[config.mk]
export PLATFORM = sky130hd
export DESIGN_NAME = i2c_wb_sequencer
export DESIGN_NICKNAME = d
export VERILOG_FILES = /design/src/rtl/i2c_wb_sequencer.sv
export SDC_FILE = /design/constraint.sdc
export NUM_CORES = 1
export LEC_CHECK = 0
export ABC_AREA = 0
export CAP_MARGIN = 10
export CORE_UTILIZATION = 50
export DETAILED_ROUTE_END_ITERATION = 12
export PLACE_DENSITY = 0.79
export SLEW_MARGIN = 20
export SYNTH_ARGS = -nofsm -noshare
export SYNTH_HDL_FRONTEND = slang
export SYNTH_SLANG_ARGS = --single-unit
[constraint.sdc]
create_clock -name clk -period 2.2 [get_ports clk]
set_input_delay 0.44 -clock clk [delete_from_list [all_inputs] [get_ports clk]]
set_output_delay 0.44 -clock clk [all_outputs]
set_load 0.02 [all_outputs]
[src/rtl/i2c_wb_sequencer.sv]
// rtl/i2c_wb_sequencer.sv - Wishbone master sequencing i2c_master_top byte-register transactions.
// Optional poll watchdog enabled by defining I2C_SEQ_TIMEOUT_EN.
module i2c_wb_sequencer #(
    parameter logic [15:0] PRESCALE       = 16'd199,
    parameter int          TIMEOUT_CYCLES = 65535
) (
    input  logic       clk,
    input  logic       rst_n,
    input  logic       req_valid,
    output logic       req_ready,
    input  logic       req_rnw,
    input  logic [6:0] req_dev,
    input  logic [7:0] req_reg,
    input  logic [7:0] req_wdata,
    output logic       rsp_valid,
    output logic [7:0] rsp_rdata,
    output logic [1:0] rsp_err,
    output logic       init_done,
    output logic [2:0] wb_adr_o,
    output logic [7:0] wb_dat_o,
    input  logic [7:0] wb_dat_i,
    output logic       wb_we_o,
    output logic       wb_cyc_o,
    output logic       wb_stb_o,
    input  logic       wb_ack_i
);
    localparam logic [3:0] S_INIT_PLO  = 4'd0,  S_INIT_PHI = 4'd1,  S_INIT_CTR = 4'd2,
                           S_IDLE      = 4'd3,  S_LD_TXR   = 4'd4,  S_LD_CR    = 4'd5,
                           S_POLL      = 4'd6,  S_CHECK    = 4'd7,  S_RD_RXR   = 4'd8,
                           S_STOP      = 4'd9,  S_STOP_POLL = 4'd10, S_RESP    = 4'd11;

    logic [3:0] r_state;
    logic [1:0] r_step;
    logic       r_rnw;
    logic [6:0] r_dev;
    logic [7:0] r_reg, r_wdata, r_rdata;
    logic [1:0] r_err;
    logic       r_al, r_rxack, r_init_done;
    logic       r_cyc, r_we;
    logic [2:0] r_adr;
    logic [7:0] r_dat;

    logic       w_acc_en, w_acc_we, w_ack, w_tmo_hit;
    logic [2:0] w_acc_adr;
    logic [7:0] w_acc_dat, w_txr, w_cr;

    assign w_ack     = r_cyc && wb_ack_i;
    assign req_ready = (r_state == S_IDLE) && r_init_done;
    assign rsp_valid = (r_state == S_RESP);
    assign rsp_rdata = r_rdata;
    assign rsp_err   = r_err;
    assign init_done = r_init_done;
    assign wb_cyc_o  = r_cyc;
    assign wb_stb_o  = r_cyc;
    assign wb_we_o   = r_we;
    assign wb_adr_o  = r_adr;
    assign wb_dat_o  = r_dat;

`ifdef I2C_SEQ_TIMEOUT_EN
    localparam logic [15:0] TMO_LIMIT = TIMEOUT_CYCLES[15:0];
    logic        w_polling;
    logic [15:0] r_tmo_cnt;
    assign w_polling = (r_state == S_POLL) || (r_state == S_STOP_POLL);
    always_ff @(posedge clk or negedge rst_n) begin
        if (!rst_n)                  r_tmo_cnt <= 16'd0;
        else if (!w_polling)         r_tmo_cnt <= 16'd0;
        else if (r_tmo_cnt != 16'hFFFF) r_tmo_cnt <= r_tmo_cnt + 16'd1;
    end
    // Only give up between accesses so an in-flight read is never cut short.
    assign w_tmo_hit = w_polling && !r_cyc && (r_tmo_cnt >= TMO_LIMIT);
`else
    assign w_tmo_hit = 1'b0;
`endif

    always_comb begin
        w_txr = 8'h00;
        w_cr  = 8'h00;
        case (r_step)
            2'd0: begin w_txr = {r_dev, 1'b0}; w_cr = 8'h90; end
            2'd1: begin w_txr = r_reg;         w_cr = 8'h10; end
            2'd2: begin w_txr = r_rnw ? {r_dev, 1'b1} : r_wdata; w_cr = r_rnw ? 8'h90 : 8'h50; end
            default: begin w_txr = 8'h00;      w_cr = 8'h68; end
        endcase
    end

    always_comb begin
        w_acc_en  = 1'b1;
        w_acc_we  = 1'b1;
        w_acc_adr = 3'd0;
        w_acc_dat = 8'h00;
        case (r_state)
            S_INIT_PLO:  begin w_acc_adr = 3'd0; w_acc_dat = PRESCALE[7:0];  end
            S_INIT_PHI:  begin w_acc_adr = 3'd1; w_acc_dat = PRESCALE[15:8]; end
            S_INIT_CTR:  begin w_acc_adr = 3'd2; w_acc_dat = 8'h80;          end
            S_LD_TXR:    begin w_acc_adr = 3'd3; w_acc_dat = w_txr;          end
            S_LD_CR:     begin w_acc_adr = 3'd4; w_acc_dat = w_cr;           end
            S_STOP:      begin w_acc_adr = 3'd4; w_acc_dat = 8'h40;          end
            S_POLL, S_STOP_POLL: begin w_acc_we = 1'b0; w_acc_adr = 3'd4;    end
            S_RD_RXR:    begin w_acc_we = 1'b0; w_acc_adr = 3'd3;            end
            default:     w_acc_en = 1'b0;
        endcase
    end

    always_ff @(posedge clk or negedge rst_n) begin
        if (!rst_n) begin
            r_state <= S_INIT_PLO;  r_step <= 2'd0;   r_rnw <= 1'b0;   r_dev <= 7'd0;
            r_reg <= 8'h00;         r_wdata <= 8'h00; r_rdata <= 8'h00; r_err <= 2'b00;
            r_al <= 1'b0;           r_rxack <= 1'b0;  r_init_done <= 1'b0;
            r_cyc <= 1'b0;          r_we <= 1'b0;     r_adr <= 3'd0;   r_dat <= 8'h00;
        end else begin
            // Bus signals drop right after the ack; the next access waits one idle cycle.
            if (w_ack) begin
                r_cyc <= 1'b0; r_we <= 1'b0; r_adr <= 3'd0; r_dat <= 8'h00;
            end else if (!r_cyc && w_acc_en && !w_tmo_hit) begin
                r_cyc <= 1'b1; r_we <= w_acc_we; r_adr <= w_acc_adr; r_dat <= w_acc_dat;
            end
            case (r_state)
                S_INIT_PLO: if (w_ack) r_state <= S_INIT_PHI;
                S_INIT_PHI: if (w_ack) r_state <= S_INIT_CTR;
                S_INIT_CTR: if (w_ack) begin r_init_done <= 1'b1; r_state <= S_IDLE; end
                S_IDLE: if (req_valid && r_init_done) begin
                    r_rnw <= req_rnw; r_dev <= req_dev; r_reg <= req_reg; r_wdata <= req_wdata;
                    r_step <= 2'd0; r_err <= 2'b00; r_state <= S_LD_TXR;
                end
                S_LD_TXR: if (w_ack) r_state <= S_LD_CR;
                S_LD_CR:  if (w_ack) r_state <= S_POLL;
                S_POLL: begin
                    if (w_tmo_hit) begin
                        r_err <= 2'b11; r_state <= S_STOP;
                    end else if (w_ack) begin
                        r_al <= wb_dat_i[5]; r_rxack <= wb_dat_i[7];
                        if (!wb_dat_i[1]) r_state <= S_CHECK;
                    end
                end
                S_CHECK: begin
                    if (r_step == 2'd3) begin
                        r_state <= S_RD_RXR;
                    end else if (r_al) begin
                        r_err <= 2'b10; r_rdata <= 8'h00; r_state <= S_RESP;
                    end else if (r_rxack) begin
                        r_err <= 2'b01; r_state <= S_STOP;
                    end else if (r_step == 2'd2 && !r_rnw) begin
                        r_rdata <= 8'h00; r_state <= S_RESP;
                    end else begin
                        r_step  <= r_step + 2'd1;
                        r_state <= (r_step == 2'd2) ? S_LD_CR : S_LD_TXR;
                    end
                end
                S_RD_RXR: if (w_ack) begin r_rdata <= wb_dat_i; r_state <= S_RESP; end
                S_STOP: if (w_ack) begin
                    if (r_err == 2'b11) begin r_rdata <= 8'h00; r_state <= S_RESP; end
                    else r_state <= S_STOP_POLL;
                end
                S_STOP_POLL: begin
                    if (w_tmo_hit) begin
                        r_err <= 2'b11; r_state <= S_STOP;
                    end else if (w_ack && !wb_dat_i[6]) begin
                        r_rdata <= 8'h00; r_state <= S_RESP;
                    end
                end
                S_RESP:  r_state <= S_IDLE;
                default: r_state <= S_INIT_PLO;
            endcase
        end
    end
endmodule

==> impl_metrics.env, run 1 <==
export IMPL_hold_buffers=0
export IMPL_final_cell_mix="clkdlybuf4s50_1, dfrtp_1, nand2_1"
export IMPL_synthArstFlopShare_pct=100
export IMPL_cts_setup_buffers=0
export IMPL_p_leak_nw=1.58
export IMPL_dp_hpwl_um=4890
export IMPL_antenna_found_initial=0
export IMPL_slowest_delay_ns=0.41
export IMPL_r2r_end="rsp_rdata[1]"
export IMPL_yosys_warnings=0
export IMPL_drtPass1Iterations=9
export IMPL_cts_buffers=5
export IMPL_drc=0
export IMPL_place_congestion=0.918
export IMPL_rsz0062_at_grt="no"
export IMPL_syn_avg_cell_area_um2=10.7
export IMPL_finClkSkew_ns=0.00979
export IMPL_die_width_um=77.4
export IMPL_fin_area_mm2=0.00370
export IMPL_drive_above_1_share_pct=17.3
export IMPL_critPathArrivalTime_ns=2.25
export IMPL_p_per_area_mw_per_mm2=1270
export IMPL_io_pins=63
export IMPL_r2r_slack_ns=0.19
export IMPL_synthTopCellsByArea="dfrtp_1, mux2_2, nand2_1"
export IMPL_cap_violations=0
export IMPL_synth_top_family_by_area="compound AO/OA/AOI/OAI gates"
export IMPL_yosysTopAreaCell="dfrtp_1"
export IMPL_synthAdderAreaFrac_pct=1.76
export IMPL_setup_viol=0
export IMPL_tightest_slew_ns=0.519
export IMPL_ctsHtreeMaxLevel=2
export IMPL_cts_tree="yes"
export IMPL_cp_required_ns=2.44
export IMPL_diodes=0
export IMPL_synth_compound_area_share_pct=17.5
export IMPL_core_area_mm2=0.00547
export IMPL_fin_crit_sh_pct=91.6
export IMPL_nets=375
export IMPL_io_buffers=62
export IMPL_yosysTopAreaCellShare_pct=49.4
export IMPL_die_area_mm2=0.00598
export IMPL_drtAntennaViolNets=0
export IMPL_grt_start_max_net_pins=25
export IMPL_grt_pass1_wl_um=11000
export IMPL_clk_pin_slew_ns=0.10
export IMPL_track_usage_pct=23.4
export IMPL_hp_class="in2async"
export IMPL_peakVddDrop_uv=624
export IMPL_wl_um=6530
export IMPL_placed_cell_area_mm2=0.00360
export IMPL_area_growth_pct=30.3
export IMPL_clk_latency_ns=0.32
export IMPL_slowest_stage="dfrtp_1"
export IMPL_crit_start="r_step[0]"
export IMPL_clock_sinks=56
export IMPL_synth_fp_nets=305
export IMPL_grt_pass1_vias=2216
export IMPL_drt_first_iter_violations=304
export IMPL_start_util_pct=51.9
export IMPL_start_kind="register"
export IMPL_fin_setup_tns_ns=0
export IMPL_mostFrequentLayoutCell="clkdlybuf4s50_1"
export IMPL_synthMuxAreaShare_pct=13.1
export IMPL_synth_cell_type_count=51
export IMPL_maxSlewViolCount=0
export IMPL_post_cts_resize_count=0
export IMPL_die_h_um=77.4
export IMPL_critPathMaxFanout=10
export IMPL_placementRows=27
export IMPL_r2r_start="r_step[0]"
export IMPL_vias_per_cell=5.73
export IMPL_min_period_ns=2.01
export IMPL_synth_edf_count=0
export IMPL_fmax_mhz=496
export IMPL_ff2ff_path_depth=7
export IMPL_synthSimpleGateAreaFrac_pct=12.8
export IMPL_wire_per_inst_um=16.0
export IMPL_syn_inst=265
export IMPL_ys_flop_type="dfrtp_1"
export IMPL_ys_seq_area_share_pct=49.4
export IMPL_synth_xor_area_share_pct=0.309
export IMPL_ys_ff_latch=56
export IMPL_syn_area_mm2=0.00284
export IMPL_crit_end="rsp_rdata[1]"
export IMPL_end_kind="register"
export IMPL_vias=2337
export IMPL_criticalPathCategory="reg2reg"
export IMPL_status="complete, no violations"
export IMPL_clockBufferDepth=2
export IMPL_maxSlewHeadroom_pct=65.3
export IMPL_gr_total_overflow=0
export IMPL_hold_violations=0
export IMPL_clock_root_buffer="clkbuf_8"
export IMPL_worstPathCellList="inv_1 > ha_1 > nor2b_4 > a21oi_4 > o41ai_4 > buf_4 > mux2i_1"
## per-layer routing
layer	vias to the layer above	track usage [%]	part of all wire (%)
met2	93	37.8	50
met1	1137	32.7	44
li1	1096	-	-
met3	11	4.24	5.2
met4	0	5.66	1.4
met5	-	0	0
## cell usage after synthesis (all sizes together), types with 3 or more instances
library cell and number:
o21ai 18, a22oi 4, a222oi 6, nor2b 3, a21oi 8, nor2 15
ha 4, nand2 27, nor3b 3, nand3 3, nor3 7, o21bai 4
mux2 26, inv 16, a22o 9, mux2i 8, buf 10, clkbuf 6
nand2b 3, dfrtp 56
## logic make-up after synthesis
kind of cell / after synthesis
compound gates: 66
fa+ha+maj: 4
buf+inv: 32
xor+xnor: 1
simple gates: 72
mux: 34
flops: 56
## how the worst min path moves through the flow
| stage | end | startpoint | depth (start not counted) | slack [ns] |
|---|---|---|---|---|
| 6_report | wb_dat_o[7] | rst_n | 1 | 0.04 |
| 5_1_grt | wb_adr_o[0] | rst_n | 1 | 0.06 |
| 4_1_cts | wb_adr_o[0] | rst_n | 1 | 0.05 |
| 3_5_place_dp | wb_adr_o[1] | rst_n | 1 | 0.39 |
| 3_3_place_gp | r_state[1] | rst_n | 1 | 0.39 |
| 2_1_floorplan | init_done | rst_n | 0 | 0.14 |
## per-stage QoR
stage / utilization (%) / hold WS (ns) / instances / setup slack (ns) / power, mW
after global placement: 65.8 / 0.392 / 400 / 0.135 / 4.04
after CTS: 67.4 / 0.0469 / 408 / 0.0168 / 4.67
after global routing: 67.6 / 0.0586 / 408 / 0.0749 / 5.01
after detailed placement: 65.8 / 0.395 / 400 / 0.117 / 4.10
final: 67.6 / 0.0359 / 408 / 0.185 / 4.68
after floorplan: - / 0.144 / 265 / 0.282 / 3.29
## critical path: cells and delay by family, from the launching register on
| kind | cells | cell delay, ns |
|---|---|---|
| adder cells (fa/ha/maj) | 1 | 0.23 |
| multiplexers | 1 | 0.21 |
| AO/OA/AOI/OAI | 2 | 0.38 |
| buffers and inverters | 2 | 0.35 |
| AND/OR/NAND/NOR | 1 | 0.34 |
| flip-flops | 1 | 0.41 |
## cell type report
type	count	area (µm²)
repair buffers	79	761
fillers	450	1770
flip-flops and latches	56	1400
multi-input cells	177	1300
well taps	72	90.1
inverters	16	60.1
clock buffers	6	72.6
clock inverters	2	16.3
## power by group
group	switching, mW	internal, mW	total [mW]	leakage [nW]
Combinational	1.26	1.13	2.39	0.833
Clock	0.339	0.227	0.566	0.0414
Sequential	0.302	1.42	1.73	0.705
Note: power is estimated with default switching activity, not from simulation.
==> run 2: changes to the inputs <==
--- a/config.mk
+++ b/config.mk
@@ -7,9 +7,11 @@
 export LEC_CHECK = 0
 export ABC_AREA = 0
 export CAP_MARGIN = 10
-export CORE_UTILIZATION = 50
+export CORE_UTILIZATION = 49
+export CTS_CLUSTER_SIZE = 28
 export DETAILED_ROUTE_END_ITERATION = 12
-export PLACE_DENSITY = 0.79
+export PLACE_DENSITY = 0.78
+export SETUP_SLACK_MARGIN = 0.15
 export SLEW_MARGIN = 20
 export SYNTH_ARGS = -nofsm -noshare
 export SYNTH_HDL_FRONTEND = slang
==> run 2 against run 1 <==
Net effect:
- via count increased by 0.56%
- total power increased by 2.4%
- worst setup slack improved by 0.073 ns
- highest routed layer unchanged
- hold slack improved by 0.20 ns
- largest cell class unchanged
==> impl_metrics.env, run 2 (synthesized netlist as in run 1, its figures left out) <==
export IMPL_cp_required_ns=1.76
export IMPL_maxSlewHeadroom_pct=52.7
export IMPL_antenna_found_initial=0
export IMPL_dp_hpwl_um=4760
export IMPL_peakVddDrop_uv=570
export IMPL_critPathTopFamily="buffers and inverters"
export IMPL_finalPower_mw=4.80
export IMPL_n_fill_cell=449
export IMPL_slowest_delay_ns=0.38
export IMPL_slowest_stage="dfrtp_1"
export IMPL_io_pins=63
export IMPL_drive_above_1_share_pct=17.6
export IMPL_drtPass1Iterations=6
export IMPL_io_buffers=62
export IMPL_hold_violations=0
export IMPL_setup_viol=0
export IMPL_drtAntennaViolNets=0
export IMPL_clk_latency_ns=0.31
export IMPL_criticalPathCategory="reg2out"
export IMPL_mostFrequentLayoutCell="clkdlybuf4s50_1"
export IMPL_min_period_ns=1.94
export IMPL_critPathArrivalTime_ns=1.50
export IMPL_wire_per_inst_um=16.0
export IMPL_die_width_um=78.1
export IMPL_status="complete, no violations"
export IMPL_cap_violations=0
export IMPL_nets=375
export IMPL_clock_sinks=56
export IMPL_area_growth_pct=30.9
export IMPL_tightest_slew_ns=0.710
export IMPL_rsz0062_at_grt="no"
export IMPL_fin_crit_sh_pct=88.2
export IMPL_die_area_mm2=0.00610
export IMPL_maxSlewViolCount=0
export IMPL_ctsHtreeMaxLevel=2
export IMPL_drt_first_iter_violations=250
export IMPL_grt_pass1_wl_um=11000
export IMPL_final_cell_mix="clkdlybuf4s50_1, dfrtp_1, nand2_1"
export IMPL_grt_start_max_net_pins=57
export IMPL_fin_setup_tns_ns=0
export IMPL_cts_buffers=5
export IMPL_register_area_mm2=0.00140
export IMPL_die_h_um=78.1
export IMPL_p_leak_nw=1.57
export IMPL_fmax_mhz=515
export IMPL_grt_pass1_vias=2226
export IMPL_end_kind="output port"
export IMPL_multi_input_area_mm2=0.00130
export IMPL_worstPathCellList="buf_4 > nand2b_1 > nor2_1 > dlygate4sd2_1"
export IMPL_diodes=0
export IMPL_clk_pin_slew_ns=0.10
export IMPL_hp_class="in2async"
export IMPL_post_route_util_pct=67.1
export IMPL_finClkSkew_ns=0.00568
export IMPL_critPathMaxFanout=20
export IMPL_placementRows=27
export IMPL_start_util_pct=51.2
export IMPL_timing_critical_path_buf_inv=2
export IMPL_vias=2350
export IMPL_wl_um=6510
export IMPL_start_kind="register"
export IMPL_clockBufferDepth=2
export IMPL_layout_setup_ws_ns=0.259
export IMPL_drc=0
export IMPL_post_place_ws_ns=0.114
export IMPL_cts_tree="yes"
export IMPL_placed_cells=399
export IMPL_track_usage_pct=23.0
export IMPL_final_cells=408
export IMPL_gr_total_overflow=0
export IMPL_p_per_area_mw_per_mm2=1290
export IMPL_core_area_mm2=0.00554
export IMPL_vias_per_cell=5.76
export IMPL_clock_root_buffer="clkbuf_8"
export IMPL_place_congestion=0.865
==> run 2: cell count changes in the layout (fill, tap and decap cells not counted), sizes merged <==
cell | before | now
bufinv | 0 | 1
inv | 16 | 17
clkinvlp | 1 | 0
clkinv | 1 | 0
dlymetal6s2s | 2 | 0
dlygate4sd2 | 0 | 2
==> run 2: final cells by class <==
| class | instances | area share [%] |
|---|---|---|
| Clock buffer | 6 | 1.95 |
| Clock inverter | 2 | 1.04 |
| Inverter | 16 | 1.62 |
| Multi-Input combinational cell | 177 | 34.9 |
| Sequential cell | 56 | 37.7 |
| Tap cell | 72 | 2.42 |
| Timing Repair Buffer | 79 | 20.3 |
==> run 2: where the power goes <==
group	internal [mW]	switching (mW)
sequential	1.43	0.298
clock	0.344	0.332
combinational	1.12	1.27
==> run 2: per-stage QoR <==
stage / instance area, µm² / hold WS (ns)
3_5_place_dp: 3590 / 0.491
5_1_grt: 3720 / 0.317
2_1_floorplan: 2840 / 0.144
4_1_cts: 3710 / 0.277
3_3_place_gp: 3590 / 0.486
6_report: 3720 / 0.239
==> run 2: per-layer routing <==
| metal | GRT usage (%) | part of all wire, % | vias up |
|---|---|---|---|
| met1 | 32.9 | 46 | 1153 |
| met5 | 0 | 0 | - |
| met4 | 6.85 | 1.4 | 0 |
| met2 | 35.5 | 48 | 89 |
| li1 | - | - | 1100 |
| met3 | 4.19 | 4.9 | 8 |
==> run 2: repair_timing <==
item | in CTS | in global routing
pin swaps | 0 | 0
hold buffers | 0 | 0
resized for setup | 3 | 1
buffers inserted | 0 | 1
setup endpoints to repair | 4 | 12
==> run 2: worst paths after layout <==
path,from,endpoint,slack [ns],depth (start not counted)
min in group clk,wb_dat_o[7],wb_dat_o[7],0.51,1
worst max-delay path,r_state[2],rsp_valid,0.26,4
worst max register to register,r_step[0],wb_dat_o[4],0.30,7
worst min-delay path,rst_n,wb_adr_o[1],0.24,2
worst min register to register,wb_dat_o[7],wb_dat_o[7],0.51,1
max in group asynchronous,rst_n,wb_cyc_o,1.48,2
==> run 3: changes to the inputs <==
--- a/config.mk
+++ b/config.mk
@@ -10,8 +10,9 @@
 export CORE_UTILIZATION = 49
 export CTS_CLUSTER_SIZE = 28
 export DETAILED_ROUTE_END_ITERATION = 12
-export PLACE_DENSITY = 0.78
+export DONT_BUFFER_PORTS = 1
 export SETUP_SLACK_MARGIN = 0.15
+export SKIP_LAST_GASP = 1
 export SLEW_MARGIN = 20
 export SYNTH_ARGS = -nofsm -noshare
 export SYNTH_HDL_FRONTEND = slang
==> run 3 against run 2 <==
Net effect:
- total power fell by 5.2%
- clock-buffer cell count unchanged
- flip-flop and latch count unchanged
- clock power grew 2%
- global-route usage is 1.8 points lower
- via count down 15%
- highest routed layer unchanged
==> impl_metrics.env, run 3 (synthesized netlist as in run 1, its figures left out) <==
export IMPL_grt_start_max_net_pins=57
export IMPL_peakVddDrop_uv=608
export IMPL_criticalPathCategory="reg2out"
export IMPL_start_kind="register"
export IMPL_crit_start="r_state[3]"
export IMPL_critPathMaxFanout=7
export IMPL_cp_required_ns=1.76
export IMPL_p_per_area_mw_per_mm2=1450
export IMPL_setup_viol=0
export IMPL_final_cell_mix="dfrtp_1, nand2_1, mux2_2"
export IMPL_status="complete, no violations"
export IMPL_die_h_um=78.1
export IMPL_finClkSkew_ns=0.00933
export IMPL_ff2ff_path_depth=7
export IMPL_antenna_found_initial=0
export IMPL_drive_above_1_share_pct=22.3
export IMPL_wl_met2_um=2720
export IMPL_end_kind="output port"
export IMPL_maxSlewHeadroom_pct=61.8
export IMPL_diodes=0
export IMPL_maxSlewViolCount=0
export IMPL_tightest_slew_ns=0.571
export IMPL_dp_hpwl_um=4340
export IMPL_fmax_mhz=504
export IMPL_mostFrequentLayoutCell="dfrtp_1"
export IMPL_gr_total_overflow=0
export IMPL_place_congestion=0.871
export IMPL_drtAntennaViolNets=0
export IMPL_cts_tree="yes"
export IMPL_p_leak_nw=1.33
export IMPL_vias_per_cell=5.75
export IMPL_wl_met1_um=3000
export IMPL_wl_um=6120
export IMPL_hp_class="in2reg"
export IMPL_drtPass1Iterations=4
export IMPL_io_pins=63
export IMPL_io_buffers=0
export IMPL_timing_critical_path_buf_inv=2
export IMPL_clk_pin_slew_ns=0.10
export IMPL_min_period_ns=1.99
export IMPL_slowest_stage="dfrtp_1"
export IMPL_slowest_delay_ns=0.39
export IMPL_worstPathCellList="buf_4 > or2_1 > nor3_1 > buf_4"
export IMPL_core_area_mm2=0.00554
export IMPL_nets=313
export IMPL_n_fill_cell=480
export IMPL_cap_violations=0
export IMPL_rsz0062_at_grt="no"
export IMPL_r2r_start="r_step[0]"
export IMPL_start_util_pct=51.2
export IMPL_track_usage_pct=21.2
export IMPL_area_growth_pct=10.4
export IMPL_post_route_util_pct=56.5
export IMPL_post_place_ws_ns=0.182
export IMPL_wire_per_inst_um=17.7
export IMPL_cts_buffers=5
export IMPL_clock_root_buffer="clkbuf_8"
export IMPL_holdPathStages=1
export IMPL_hold_start="req_dev[1]"
export IMPL_ctsHtreeMaxLevel=2
export IMPL_wl_met3_um=293
export IMPL_grt_pass1_vias=1969
export IMPL_layout_setup_ws_ns=0.215
export IMPL_hold_violations=0
export IMPL_die_area_mm2=0.00610
export IMPL_drc=0
export IMPL_drt_first_iter_violations=140
export IMPL_cp_num_cells=4
export IMPL_fin_setup_tns_ns=0
export IMPL_critPathTopFamily="simple AND/OR/NAND/NOR gates"
export IMPL_clock_sinks=56
export IMPL_clk_latency_ns=0.31
export IMPL_placementRows=27
export IMPL_fin_crit_sh_pct=90.2
export IMPL_clockBufferDepth=2
export IMPL_critPathArrivalTime_ns=1.55
export IMPL_highest_layer="met4"
export IMPL_crit_top_cell="buf_4"
export IMPL_grt_pass1_wl_um=9910
export IMPL_die_width_um=78.1
export IMPL_vias=1991
## run 3: cell count changes in the layout (fill, tap and decap cells not counted), moves of 2 or more
cell             previous run  this run
buf_4                      16        14
clkdlybuf4s50_1            59         0
dfrtp_1                    55        53
dfrtp_2                     1         3
dlygate4sd2_1               2         0
## run 3: worst paths after layout
path / to / slack (ns)
min in group asynchronous: wb_dat_o[2] / 0.63
worst max register to register: wb_dat_o[5] / 0.29
worst min register to register: r_dev[1] / 0.50
max in group asynchronous: r_wdata[5] / 1.31
worst min-delay path: r_dev[1] / 0.26
worst max-delay path: req_ready / 0.21
## run 3: through the flow
step           power (mW)  hold WS [ns]  instances  instance area [µm²]
2_1_floorplan        3.29         0.144        265                 2840
3_3_place_gp         3.78         0.145        335                 2960
3_5_place_dp         3.81         0.146        335                 2960
4_1_cts              4.54         0.246        345                 3120
5_1_grt              4.87         0.246        346                 3130
6_report             4.55         0.258        346                 3130
## run 3: worst reg2reg max path, stage by stage (launching register included)
cell and delay, ns:
dfrtp_1 0.40, inv_1 0.10, ha_1 0.25, nor2b_4 0.16
buf_4 0.17, a222oi_1 0.44, o21bai_1 0.12, a22o_1 0.19
## run 3: layout make-up
type | count | area [µm²] | area share, %
Sequential cell | 56 | 1410 | 44.8
Multi-Input combinational cell | 177 | 1300 | 41.6
Timing Repair Buffer | 17 | 163 | 5.19
Tap cell | 72 | 90.1 | 2.88
Clock buffer | 6 | 72.6 | 2.32
Inverter | 16 | 60.1 | 1.92
Clock inverter | 2 | 38.8 | 1.24
## run 3: routing by layer
layer / vias up / GRT usage, %
met1: 948 / 30.1
met5: - / 0
li1: 967 / -
met4: 0 / 8.33
met3: 9 / 5.00
met2: 67 / 31.3
## run 3: timing repair
action | in CTS | in global routing
hold buffers | 2 | 0
resized for setup | 4 | 3
pin swaps | 0 | 0
endpoints found under the hold margin | 56 | 0
buffers inserted | 0 | 1
setup endpoints to repair | 2 | 13
## run 3: power by group
part           leakage (nW)  switching, mW  internal, mW
Clock                0.0558          0.347         0.345
Sequential            0.703          0.466          1.43
Combinational         0.576           1.06         0.896
Total                  1.33           1.88          2.67
